## src/rtl/cpu_mem_pkg.sv

```systemverilog
// Shared definitions for the CPU memory-port logic.
//   arb_state_t : arbiter FSM states (IDLE / BUSY_I / BUSY_D)
//   arb_grant_t : arbitration result (GNT_NONE / GNT_I / GNT_D)
//   MEM_DATA_W / MEM_MASK_W : memory data and byte-enable widths
//   INSTR_NOP   : instruction the fetch stage injects on flush
package cpu_mem_pkg;

    localparam int MEM_DATA_W = 64;
    localparam int MEM_MASK_W = 8;

    localparam logic [31:0] INSTR_NOP = 32'h0000_0013;

    typedef enum logic [1:0] {
        IDLE   = 2'd0,
        BUSY_I = 2'd1,
        BUSY_D = 2'd2
    } arb_state_t;

    typedef enum logic [1:0] {
        GNT_NONE = 2'd0,
        GNT_I    = 2'd1,
        GNT_D    = 2'd2
    } arb_grant_t;

endpackage

```

## src/rtl/mem_arb_pick.sv

```systemverilog
// Arbitration priority for the shared memory port.
//   clk, reset    : clock, synchronous active-high reset
//   instr_req     : fetch request, already masked by the caller
//   data_req      : load/store request, already masked by the caller
//   instr_level   : raw fetch request level (drives streak counting)
//   grant_strobe  : a grant is actually being issued this cycle
//   grant         : combinational arbitration result
// Data normally wins, but after MAX_DATA_STREAK consecutive data grants
// with fetch waiting, fetch is forced through.
module mem_arb_pick
    import cpu_mem_pkg::*;
#(
    parameter int MAX_DATA_STREAK = 4
) (
    input  logic       clk,
    input  logic       reset,
    input  logic       instr_req,
    input  logic       data_req,
    input  logic       instr_level,
    input  logic       grant_strobe,
    output arb_grant_t grant
);

    localparam logic [3:0] STREAK_MAX = 4'(MAX_DATA_STREAK);

    logic [3:0] streak_reg;

    always_comb begin
        grant = GNT_NONE;
        if (data_req && (streak_reg < STREAK_MAX)) begin
            grant = GNT_D;
        end else if (instr_req) begin
            grant = GNT_I;
        end else if (data_req) begin
            grant = GNT_D;
        end
    end

    always_ff @(posedge clk) begin
        if (reset) begin
            streak_reg <= '0;
        end else if (grant_strobe) begin
            if ((grant == GNT_D) && instr_level) begin
                if (streak_reg != STREAK_MAX) begin
                    streak_reg <= streak_reg + 4'd1;
                end
            end else begin
                streak_reg <= '0;
            end
        end
    end

endmodule

```

## src/rtl/mem_port_arbiter.sv

```systemverilog
// Shares one 64-bit memory port between instruction fetch and load/store.
// One transaction outstanding at a time; each requester receives its read
// data with a one-cycle valid pulse.
//   clk, reset              : clock, synchronous active-high reset
//   flush_in                : squash pending / in-flight fetch result
//   instr_read_in/_address  : fetch request (level) and address
//   data_read_in/_write_in  : load / store request (level)
//   data_address/_write_*   : data address, store data, byte enables
//   mem_ready_in/read_value : memory completion strobe and read data
//   mem_*_out               : registered memory transaction
//   instr_/data_read_value  : returned read data registers
//   instr_/data_valid_out   : completion pulses
//   instr_/data_stall_out   : requester waiting (combinational)
module mem_port_arbiter
    import cpu_mem_pkg::*;
#(
    parameter int MAX_DATA_STREAK = 4,
    parameter int ADDR_W          = 64
) (
    input  logic                  clk,
    input  logic                  reset,
    input  logic                  flush_in,
    input  logic                  instr_read_in,
    input  logic [ADDR_W-1:0]     instr_address_in,
    input  logic                  data_read_in,
    input  logic                  data_write_in,
    input  logic [ADDR_W-1:0]     data_address_in,
    input  logic [MEM_DATA_W-1:0] data_write_value_in,
    input  logic [MEM_MASK_W-1:0] data_write_mask_in,
    input  logic                  mem_ready_in,
    input  logic [MEM_DATA_W-1:0] mem_read_value_in,
    output logic                  mem_req_out,
    output logic                  mem_we_out,
    output logic [ADDR_W-1:0]     mem_address_out,
    output logic [MEM_DATA_W-1:0] mem_write_value_out,
    output logic [MEM_MASK_W-1:0] mem_write_mask_out,
    output logic [MEM_DATA_W-1:0] instr_read_value_out,
    output logic                  instr_valid_out,
    output logic [MEM_DATA_W-1:0] data_read_value_out,
    output logic                  data_valid_out,
    output logic                  instr_stall_out,
    output logic                  data_stall_out
);

    arb_state_t state_reg;
    logic       squash_reg;
    logic       instr_req;
    logic       data_req;
    logic       grant_strobe;
    arb_grant_t grant;

    // A requester that sees its valid pulse this cycle drops its request
    // next cycle, so it must not win arbitration now.
    assign instr_req = instr_read_in & ~instr_valid_out;
    assign data_req  = (data_read_in | data_write_in) & ~data_valid_out;

    // A fetch grant coinciding with flush is cancelled outright.
    assign grant_strobe = (state_reg == IDLE) &&
                          ((grant == GNT_D) || ((grant == GNT_I) && !flush_in));

    assign instr_stall_out = instr_read_in & ~instr_valid_out;
    assign data_stall_out  = (data_read_in | data_write_in) & ~data_valid_out;

    mem_arb_pick #(
        .MAX_DATA_STREAK(MAX_DATA_STREAK)
    ) u_pick (
        .clk         (clk),
        .reset       (reset),
        .instr_req   (instr_req),
        .data_req    (data_req),
        .instr_level (instr_read_in),
        .grant_strobe(grant_strobe),
        .grant       (grant)
    );

    always_ff @(posedge clk) begin
        if (reset) begin
            state_reg            <= IDLE;
            squash_reg           <= 1'b0;
            mem_req_out          <= 1'b0;
            mem_we_out           <= 1'b0;
            mem_address_out      <= '0;
            mem_write_value_out  <= '0;
            mem_write_mask_out   <= '0;
            instr_read_value_out <= '0;
            instr_valid_out      <= 1'b0;
            data_read_value_out  <= '0;
            data_valid_out       <= 1'b0;
        end else begin
            instr_valid_out <= 1'b0;
            data_valid_out  <= 1'b0;
            unique case (state_reg)
                IDLE: begin
                    if (grant_strobe && (grant == GNT_D)) begin
                        state_reg           <= BUSY_D;
                        mem_req_out         <= 1'b1;
                        mem_we_out          <= data_write_in;
                        mem_address_out     <= data_address_in;
                        mem_write_value_out <= data_write_value_in;
                        mem_write_mask_out  <= data_write_in ? data_write_mask_in : '0;
                    end else if (grant_strobe && (grant == GNT_I)) begin
                        state_reg           <= BUSY_I;
                        mem_req_out         <= 1'b1;
                        mem_we_out          <= 1'b0;
                        mem_address_out     <= instr_address_in;
                        mem_write_value_out <= '0;
                        mem_write_mask_out  <= '0;
                    end
                end
                BUSY_I: begin
                    if (mem_ready_in) begin
                        state_reg          <= IDLE;
                        mem_req_out        <= 1'b0;
                        mem_we_out         <= 1'b0;
                        mem_write_mask_out <= '0;
                        squash_reg         <= 1'b0;
                        // Flush on the completion cycle also squashes.
                        if (!(squash_reg || flush_in)) begin
                            instr_read_value_out <= mem_read_value_in;
                            instr_valid_out      <= 1'b1;
                        end
                    end else if (flush_in) begin
                        squash_reg <= 1'b1;
                    end
                end
                BUSY_D: begin
                    if (mem_ready_in) begin
                        state_reg          <= IDLE;
                        mem_req_out        <= 1'b0;
                        mem_we_out         <= 1'b0;
                        mem_write_mask_out <= '0;
                        data_valid_out     <= 1'b1;
                        if (!mem_we_out) begin
                            data_read_value_out <= mem_read_value_in;
                        end
                    end
                end
                default: begin
                    state_reg <= IDLE;
                end
            endcase
        end
    end

endmodule

```

## config.mk

```make
export PLATFORM = sky130hd
export DESIGN_NAME = mem_port_arbiter
export DESIGN_NICKNAME = d
export VERILOG_FILES = /design/src/rtl/cpu_mem_pkg.sv /design/src/rtl/mem_arb_pick.sv /design/src/rtl/mem_port_arbiter.sv
export SDC_FILE = /design/constraint.sdc
export NUM_CORES = 1
export LEC_CHECK = 0
export CAP_MARGIN = 10
export CORE_AREA = 3 3 208 210
export DETAILED_ROUTE_END_ITERATION = 7
export DIE_AREA = 0 0 211 213
export PLACE_DENSITY_LB_ADDON = 0.12
export SLEW_MARGIN = 20
export SYNTH_ARGS = -nofsm -noshare
export SYNTH_HDL_FRONTEND = slang
export SYNTH_SLANG_ARGS = --single-unit
export TNS_END_PERCENT = 100
```

## constraint.sdc

```tcl
create_clock -name clk -period 2.5 [get_ports clk]
set_clock_uncertainty 0.2 [all_clocks]
set_input_delay 0.5 -clock clk [delete_from_list [all_inputs] [get_ports clk]]
set_output_delay 0.5 -clock clk [all_outputs]
set_load 0.05 [all_outputs]
```

Word level (Yosys, flattened, before mapping)

Cells that the tools add are included.

Bitwise logic cells: 10
$add $sub $neg: 1
Multiply operators: 0
Div/mod/pow operators: 0
Shift operators: 0
Reductions and logical operators: 23
Equal/unequal tests: 8
Multiplexer cells: 29
Order comparisons: 1

Operators by type and width:

| operator              | number |
|---|---|
| $mux W64              | 4 |
| $mux W8               | 4 |
| $pmux W8 S2           | 1 |
| $mux W2               | 6 |
| $mux W1               | 9 |
| $reduce_and A3 Y1     | 3 |
| $mux W4               | 2 |
| $reduce_and A2 Y1     | 4 |
| $not A1 Y1            | 7 |
| $logic_and A1 B1 Y1   | 6 |
| $reduce_bool A2 Y1    | 3 |
| $add A4 B1 Y4 const B | 1 |
| $eq A2 B1 Y1 const B  | 2 |
| $eq A2 B2 Y1 const B  | 2 |
| $lt A4 B3 Y1 const B  | 1 |
| $ne A4 B3 Y1 const B  | 1 |
| $pmux W1 S2           | 2 |
| $pmux W2 S2           | 1 |
| $reduce_or A2 Y1      | 2 |
| $ne A3 B1 Y1 const B  | 1 |
| $reduce_or A3 Y1      | 1 |
| $and A1 B1 Y1         | 2 |
| $logic_not A2 Y1      | 1 |
| $logic_or A1 B1 Y1    | 2 |
| other kinds (4)       | 4 |

Bits in writable memories: 0
Memories kept: 0
ROM bits: 0
Output and inout port bits: 270
Logic and storage cells: 84
Bits in registers: 275
Bits in latches: 0
Bits of input ports: 271

Logic depth before layout (Yosys ltp)

Gate-level depths: netlist of the first run.

Word-level depth: 13
Mapped depth: 8
Mapped depth without buffers: 6

Modules after synthesis

From an unflattened synthesis of the first run, not the netlist that was laid out.

Cells, all modules: 1316
Area total of the unflattened synthesis: 10490.1 µm²

By module, submodules not included:

| module           | sequential area each (µm²) | times used | area each (µm²) | cells an instance |
|---|---|---|---|---|
| mem_port_arbiter | 5425.2                     | 1          | 10201.0         | 1283 |
| mem_arb_pick     | 80.1                       | 1          | 289.0           | 33 |

Least setup slack after synthesis of the first run

OpenSTA, ideal clock, no wires.

Kind: reg-to-reg
Start point: reg instr_valid_out
End point: reg u_pick.streak_reg[0]
Required time: 2.179 ns
Data arrival time: 1.976 ns
Path buffers: 0
Stages on the path, launching flop included: 6
Period minus slack after synthesis: 2.296 ns
Slack: 0.204 ns
Setup time: 0.121 ns
Path through: dfxtp_1 nand2b_1 inv_1 a211oi_2 o22ai_1 mux2_2

Cells in the longest elaborated chain, start to end: 9
Elaborated cells between the ends (all ways): 13
Those cells by class: eq/ne: 3; mux: 3; bitwise: 2; reduce/logical: 5

RTL lines:

| element                     | RTL line                | text |
|---|---|---|
| start, declared             | mem_port_arbiter.sv:38  | `output logic instr_valid_out,` |
| start signal, assigned      | mem_port_arbiter.sv:86  | `instr_valid_out <= 1'b0;` |
| start signal, assigned      | mem_port_arbiter.sv:90  | `instr_valid_out <= 1'b0;` |
| start signal, assigned      | mem_port_arbiter.sv:120 | `instr_valid_out <= 1'b1;` |
| $not A1 Y1 *                | n/a                     |  |
| $and A1 B1 Y1 *             | n/a                     |  |
| named net instr_stall_out   | mem_port_arbiter.sv:41  | `output logic instr_stall_out,` |
| $mux W2 *                   | mem_arb_pick.sv:32      | `end else if (instr_req) begin` |
| $mux W2 *                   | mem_arb_pick.sv:30      | `if (data_req && (streak_reg < STREAK_MAX)) begin` |
| $eq A2 B1 Y1                | mem_port_arbiter.sv:59  | `((grant == GNT_D) \|\| ((grant == GNT_I) && !flush_in));` |
| $logic_and A1 B1 Y1         | mem_port_arbiter.sv:59  |  |
| $logic_or A1 B1 Y1          | mem_port_arbiter.sv:59  |  |
| $logic_and A1 B1 Y1         | mem_port_arbiter.sv:58  | `assign grant_strobe = (state_reg == IDLE) &&` |
| $reduce_and A2 Y1 (no line) | n/a                     |  |
| end signal, assigned        | mem_arb_pick.sv:45      | `streak_reg <= streak_reg + 4'd1;` |
| end, declared               | mem_arb_pick.sv:26      | `logic [3:0] streak_reg;` |

Mark *: on every way through the listed nets, which the timed path passes. The rest lies on a longest branch.
A chain may end at the register's enable or synchronous reset.

Final worst setup path of the first run

Start point: reg instr_read_value_out[15]
End point: out instr_read_value_out[15]

RTL lines:

| element                | RTL line                | text |
|---|---|---|
| start, declared        | mem_port_arbiter.sv:37  | `output logic [MEM_DATA_W-1:0] instr_read_value_out,` |
| start signal, assigned | mem_port_arbiter.sv:119 | `instr_read_value_out <= mem_read_value_in;` |

No word-level cell between the ends.

==> metrics, run 1 <==
switching share of power=between 30% and 40%; Pwr Density=approximately 750 nW/um2; Worst-path clk slew=roughly 0.060 ns; Die Area=44900 um2; Synth Register Bits=between 200 and 300; Post-Synth Simple-Gate Area=about a quarter; Max Slew Vio Count=0; drc violations=0; Die X=roughly 210 um; Post-Synth XOR/XNOR Area=0%; largest area contributor in the netlist=dfxtp_1; sequential share of the synthesized area=52.9%; Post-CTS Hold Buffers=0; GPL Wtd Cong=between 0.7 and 0.8; Lkg Pwr=6.69 nW; final setup violation count=0; Starting DRT DRC Count=604; Met2 Wirelength=~22000 um; Final HPWL DP=about 33000 um; Mapped Cells=around 1300; Max VDD drop=between 300 and 400 uV; Tmin final=2.44 ns; CP Buf/Inv Count=1; fill cell count=between 4000 and 5000; core outline area=roughly 42000 um2; share of cells above drive strength 1=about 6.6%; CP peak stage delay=0.87 ns; Compound-Gate Fraction of Synth Area=around 17%; WL met3=around 4600 um; Pre-antenna DRT Iters=4; Avg Cell Area, Syn=~8 um2; # IOs=roughly 540; Least-Margin Pin Slew=approximately 0.66 ns; initial core utilization=about a quarter; mux share of post-synthesis cell area=0.974%; Yosys warning count=0; final net count=2113; Placed Cells=between 2000 and 2500; Max-Cap Viols=0; Seq pwr share=a little over a third; Routed Antenna Nets=0; WL per Instance=19.1 um; synthesis-to-finish area growth=72.7%; Post-Syn Area=between 10000 and 15000 um2; CP max-delay cell=clkdlybuf4s50_1; Max Used Layer=met5; vias per inst=4.65; combinational share of power=approximately a quarter; total clock sinks=approximately 280; worst setup margin=~0.058 ns; initial antenna violation count=7; crit path max fanout=2; # H-tree levels=2; clock share of power=a little under two fifths; Syn Nets=between 1500 and 2000; combinational family with the most area after synthesis=simple AND/OR/NAND/NOR gates; first-pass GRT wire length=67500 um; Sum Neg Setup Slack=0 ns; HP Class=input pin to flop; Cell Chain, Critical Path=clkdlybuf4s50_1; GRT Total Usage=19.4%; via count=between 10000 and 15000; Setup Buffers After CTS=0; P_sw=about 0.0043 W; dpl ws=around 0.019 ns; GR Overflow Total=0; Final Hold Fails=0; Power Internal=about 0.0092 W; port bufs=540; Max-slew headroom=around 56%; RSZ-0062 raised after global routing=no; CTS tree=built; Crit. End Element=output port; die height=about 210 um; area fraction of the dominant cell type after synthesis=52.9%; post-synthesis adder-cell area fraction=less than 1%; Layout Cells excl Fill=2405; Startpoint Class=flop; met1 WL=around 18000 um; largest net degree at the start of global routing=107; Worst Setup Path Type=flop to output port; vias in the first global route=around 11000; clock buffer depth=3; top cells by area, synth=dfxtp_1 (53%), nand2_1 (17%), a21oi_1 (9.5%); Req. time, crit path=roughly 1.8 ns; total CTS buffers=36; WP data arrival=between 1.5 and 2 ns; outcome=complete, no violations; crit share post-route=97.7%; worst skew pair latency=between 0.5 and 0.6 ns; final wirelength=45900 um; Cell variety after synth=40; Top Family by Delay on Critical Path=buffers and inverters; site row count=75; Clock Tree Root=clkbuf_16; f_max=410 MHz
## metrics by stage
stage / util [%] / instance area, um2 / hold slack (ns) / total power [W]
2_1_floorplan: - / 10400 / 0.268 / 0.00694
3_3_place_gp: 40.2 / 16800 / 0.241 / 0.00855
3_5_place_dp: 40.2 / 16800 / 0.246 / 0.00857
4_1_cts: 42.9 / 17900 / 0.121 / 0.0138
5_1_grt: 43.0 / 18000 / 0.165 / 0.0142
6_report: 43.0 / 18000 / 0.176 / 0.0135
## power by group through the flow
stage / sequential, W / combinational (W) / clock (W)
floorplan: 0.00606 / 0.000881 / 0
global placement: 0.00496 / 0.00359 / 0
detailed placement: 0.00497 / 0.00360 / 0
CTS: 0.00488 / 0.00360 / 0.00532
global route: 0.00491 / 0.00378 / 0.00547
finish: 0.00488 / 0.00356 / 0.00511
## cell families after synthesis
logic type                 count (synthesis)
AOI/OAI and AO/OA                        281
muxes                                     10
and+or+nand+nor                          625
DFF                                      275
adders and majority gates                  6
buffers and inverters                    118
## layout make-up
type | instances | area, um2 | area share (%)
timing repair buffer | 589 | 6130 | 34.1
tap | 539 | 674 | 3.75
sequential | 275 | 5510 | 30.6
inverter | 12 | 45.0 | 0.251
multi-input combinational | 922 | 4440 | 24.7
clock inverter | 9 | 109 | 0.606
clock buffer | 54 | 1050 | 5.84
antenna | 5 | 12.5 | 0.0696
## path summary, 6_finish.rpt
kind                            startpoint  slack [ns]                       end  cells past startpoint
setup reg to reg              state_reg[0]        0.25       mem_address_out[29]                      7
hold / removal                       reset        0.18            data_valid_out                      2
setup / recovery  instr_read_value_out[15]        0.06  instr_read_value_out[15]                      1
hold reg to reg   instr_read_value_out[63]        0.25  instr_read_value_out[63]                      2
## routing by layer
layer	vias up	global-route usage (%)
li1	5472	-
met1	5251	21.7
met2	387	33.1
met3	66	8.33
met4	4	7.02
met5	-	0
## cells in the mapped netlist
library cell  count
nor3_2            1
o2111ai_1         1
o211ai_2          1
a31oi_1           1
a32oi_1           1
inv_1            12
buf_1             3
o21ai_1           1
ha_1              6
o21bai_4          1
nor2b_1           1
a211oi_1          3
mux2i_1           9
nor2_1           73
o22ai_1           2
nor3_1            1
buf_4             5
nand2_1         471
clkbuf_4          1
or3_1             3
nand2b_1          3
nand3_1          67
a21oi_1         198
and3b_1           1
nand3b_1          1
o21ai_0           2
mux2_2            1
and4bb_1          1
a211oi_2          1
or2_1             1
a32o_1            1
clkbuf_1         66
a2111o_1          1
a311oi_1         64
buf_2            31
nor3b_1           1
dfxtp_1         275
a2111oi_4         1
o2bb2ai_1         1
o32ai_1           1
## layout by cell type (no fill, tap or decap), types with 3 or more instances in the layout
master / instances
buf_12: 28
nor2_1: 72
nand2_1: 471
inv_1: 12
mux2i_1: 9
a21oi_1: 198
clkdlybuf4s50_1: 510
ha_1: 6
diode_2: 5
buf_4: 29
clkbuf_8: 7
dlygate4sd2_1: 8
clkbuf_1: 11
a311oi_1: 64
nand3_1: 66
dfxtp_1: 275
dlymetal6s2s_1: 13
clkbuf_16: 37
inv_6: 3
clkinv_2: 3
## timing repair
| action | CTS | global route |
|---|---|---|
| setup endpoints to repair | 8 | 14 |
| cloned | 0 | 0 |
| resized for setup | 8 | 14 |
| pin swaps | 0 | 0 |
No activity file was read; power rests on OpenSTA's default activity.
==> run 2, diff against run 1 <==
- PLACE_DENSITY_LB_ADDON: 0.12 -> 0.05
- SKIP_CTS_REPAIR_TIMING: default -> 1
==> metrics, run 2 (synthesis gave the netlist of run 1 again) <==
Tmin final=approximately 2.5 ns; most frequent cells in the layout=clkdlybuf4s50_1 (517), nand2_1 (471), dfxtp_1 (275); final setup violation count=0; Startpoint Class=flop; synthesis-to-finish area growth=72.1%; Crit. End Element=output port; initial antenna violation count=10; Worst-path clk slew=about 0.060 ns; Clock Tree Root=clkbuf_16; Max Slew Vio Count=0; total CTS buffers=36; total clock sinks=between 200 and 300; Pwr Density=751 nW/um2; WL per Instance=approximately 19 um; site row count=75; Worst Setup Path Type=flop to output port; commonest non-fill, non-tap cell in the layout=clkdlybuf4s50_1; Die X=211 um; Placed Cells=2334; outcome=complete, no violations; Least-Margin Pin Slew=around 0.63 ns; largest net degree at the start of global routing=about 130; clock buffer depth=3; share of cells above drive strength 1=6.62%; min-delay src=reset; HP Class=input pin to flop; GRT Total Usage=between 15 and 20%; CP peak stage delay=approximately 0.89 ns; via count=between 10000 and 15000; Cell Chain, Critical Path=clkdlybuf4s50_1; Final HPWL DP=between 30000 and 40000 um; drc violations=0; Max-slew headroom=between 50% and 60%; GPL Wtd Cong=just under 0.8; Worst Setup SP=data_read_value_out[10]; first-pass GRT wire length=between 60000 and 70000 um; CTS tree=built; # IOs=between 500 and 600; WP data arrival=around 1.8 ns; Worst R2R Start=state_reg[0]; Routed Antenna Nets=0; initial core utilization=roughly a quarter; vias in the first global route=about 11000; Lkg Pwr=6.66 nW; RSZ-0062 raised after global routing=no; CP max-delay cell=clkdlybuf4s50_1; Max VDD drop=slightly above 500 uV; GR Overflow Total=0; vias per inst=~4.6; crit share post-route=98.6%; # H-tree levels=2; port bufs=540; worst skew pair latency=0.54 ns; die height=213 um; f_max=about 400 MHz; crit path max fanout=2; CP Buf/Inv Count=1; Starting DRT DRC Count=between 600 and 700; Die Area=around 45000 um2; Top Family by Delay on Critical Path=buffers and inverters; Req. time, crit path=between 1.5 and 2 ns; Max-Cap Viols=0; Pre-antenna DRT Iters=4; final wirelength=around 46000 um; Layout Cells excl Fill=between 2000 and 2500; core outline area=41800 um2; Final Hold Fails=0; Design Power=0.0134 W; final net count=~2100
run 2: cell types whose count changed in the layout (fill, tap and decap cells not counted), sizes merged, moves of 4 or more:
cell / before / now
buf: 57 / 53
clkbuf: 55 / 51
clkdlybuf4s50: 510 / 517
dlygate4sd2: 8 / 0
clkinv: 3 / 7
run 2: worst paths after layout:
kind | endpoint | cells past startpoint | slack (ns)
worst max-delay path | data_read_value_out[10] | 1 | 0.04
worst min-delay path | state_reg[0] | 2 | 0.06
worst max register to register | mem_write_value_out[59] | 7 | 0.29
worst min register to register | instr_read_value_out[36] | 2 | 0.25
run 2: metrics by stage:
step           TNS [ns]  setup slack, ns  area (um2)  util (%)  hold slack (ns)
6_report              0           0.0354       17900      42.9           0.0559
5_1_grt               0         0.000320       17900      42.8           0.0352
4_1_cts         -0.0488          -0.0154       17800      42.7           0.0117
3_5_place_dp          0       0.00000244       16700      40.0            0.246
3_3_place_gp          0           0.0269       16700      40.0            0.241
2_1_floorplan         0            0.204       10400         -            0.268
run 2: layout make-up:
| class | instances | area (um2) |
|---|---|---|
| Antenna cell | 7 | 17.5 |
| Clock buffer | 50 | 1030 |
| Clock inverter | 13 | 105 |
| Fill cell | 4235 | 23900 |
| Inverter | 12 | 45.0 |
| Multi-Input combinational cell | 922 | 4440 |
| Sequential cell | 275 | 5510 |
| Tap cell | 539 | 674 |
| Timing Repair Buffer | 586 | 6070 |
run 2: report_power, final:
group / internal, W / switching [W] / total, W
combinational: 0.00135 / 0.00217 / 0.00353
sequential: 0.00471 / 0.000166 / 0.00488
clock: 0.00300 / 0.00203 / 0.00503
run 2: layer usage:
| layer | routed length, um | part of all wire, % | track usage [%] |
|---|---|---|---|
| met1 | 18200 | 39 | 22.2 |
| met2 | 22300 | 48 | 33.2 |
| met3 | 4670 | 10 | 8.60 |
| met4 | 915 | 2.0 | 6.37 |
| met5 | 57 | 0.12 | 0 |
==> run 3, diff against run 2 <==
- SLEW_MARGIN: 20 -> default
==> results of run 3 <==
No change in the layout: final DEF, timing and power equal those of run 2.
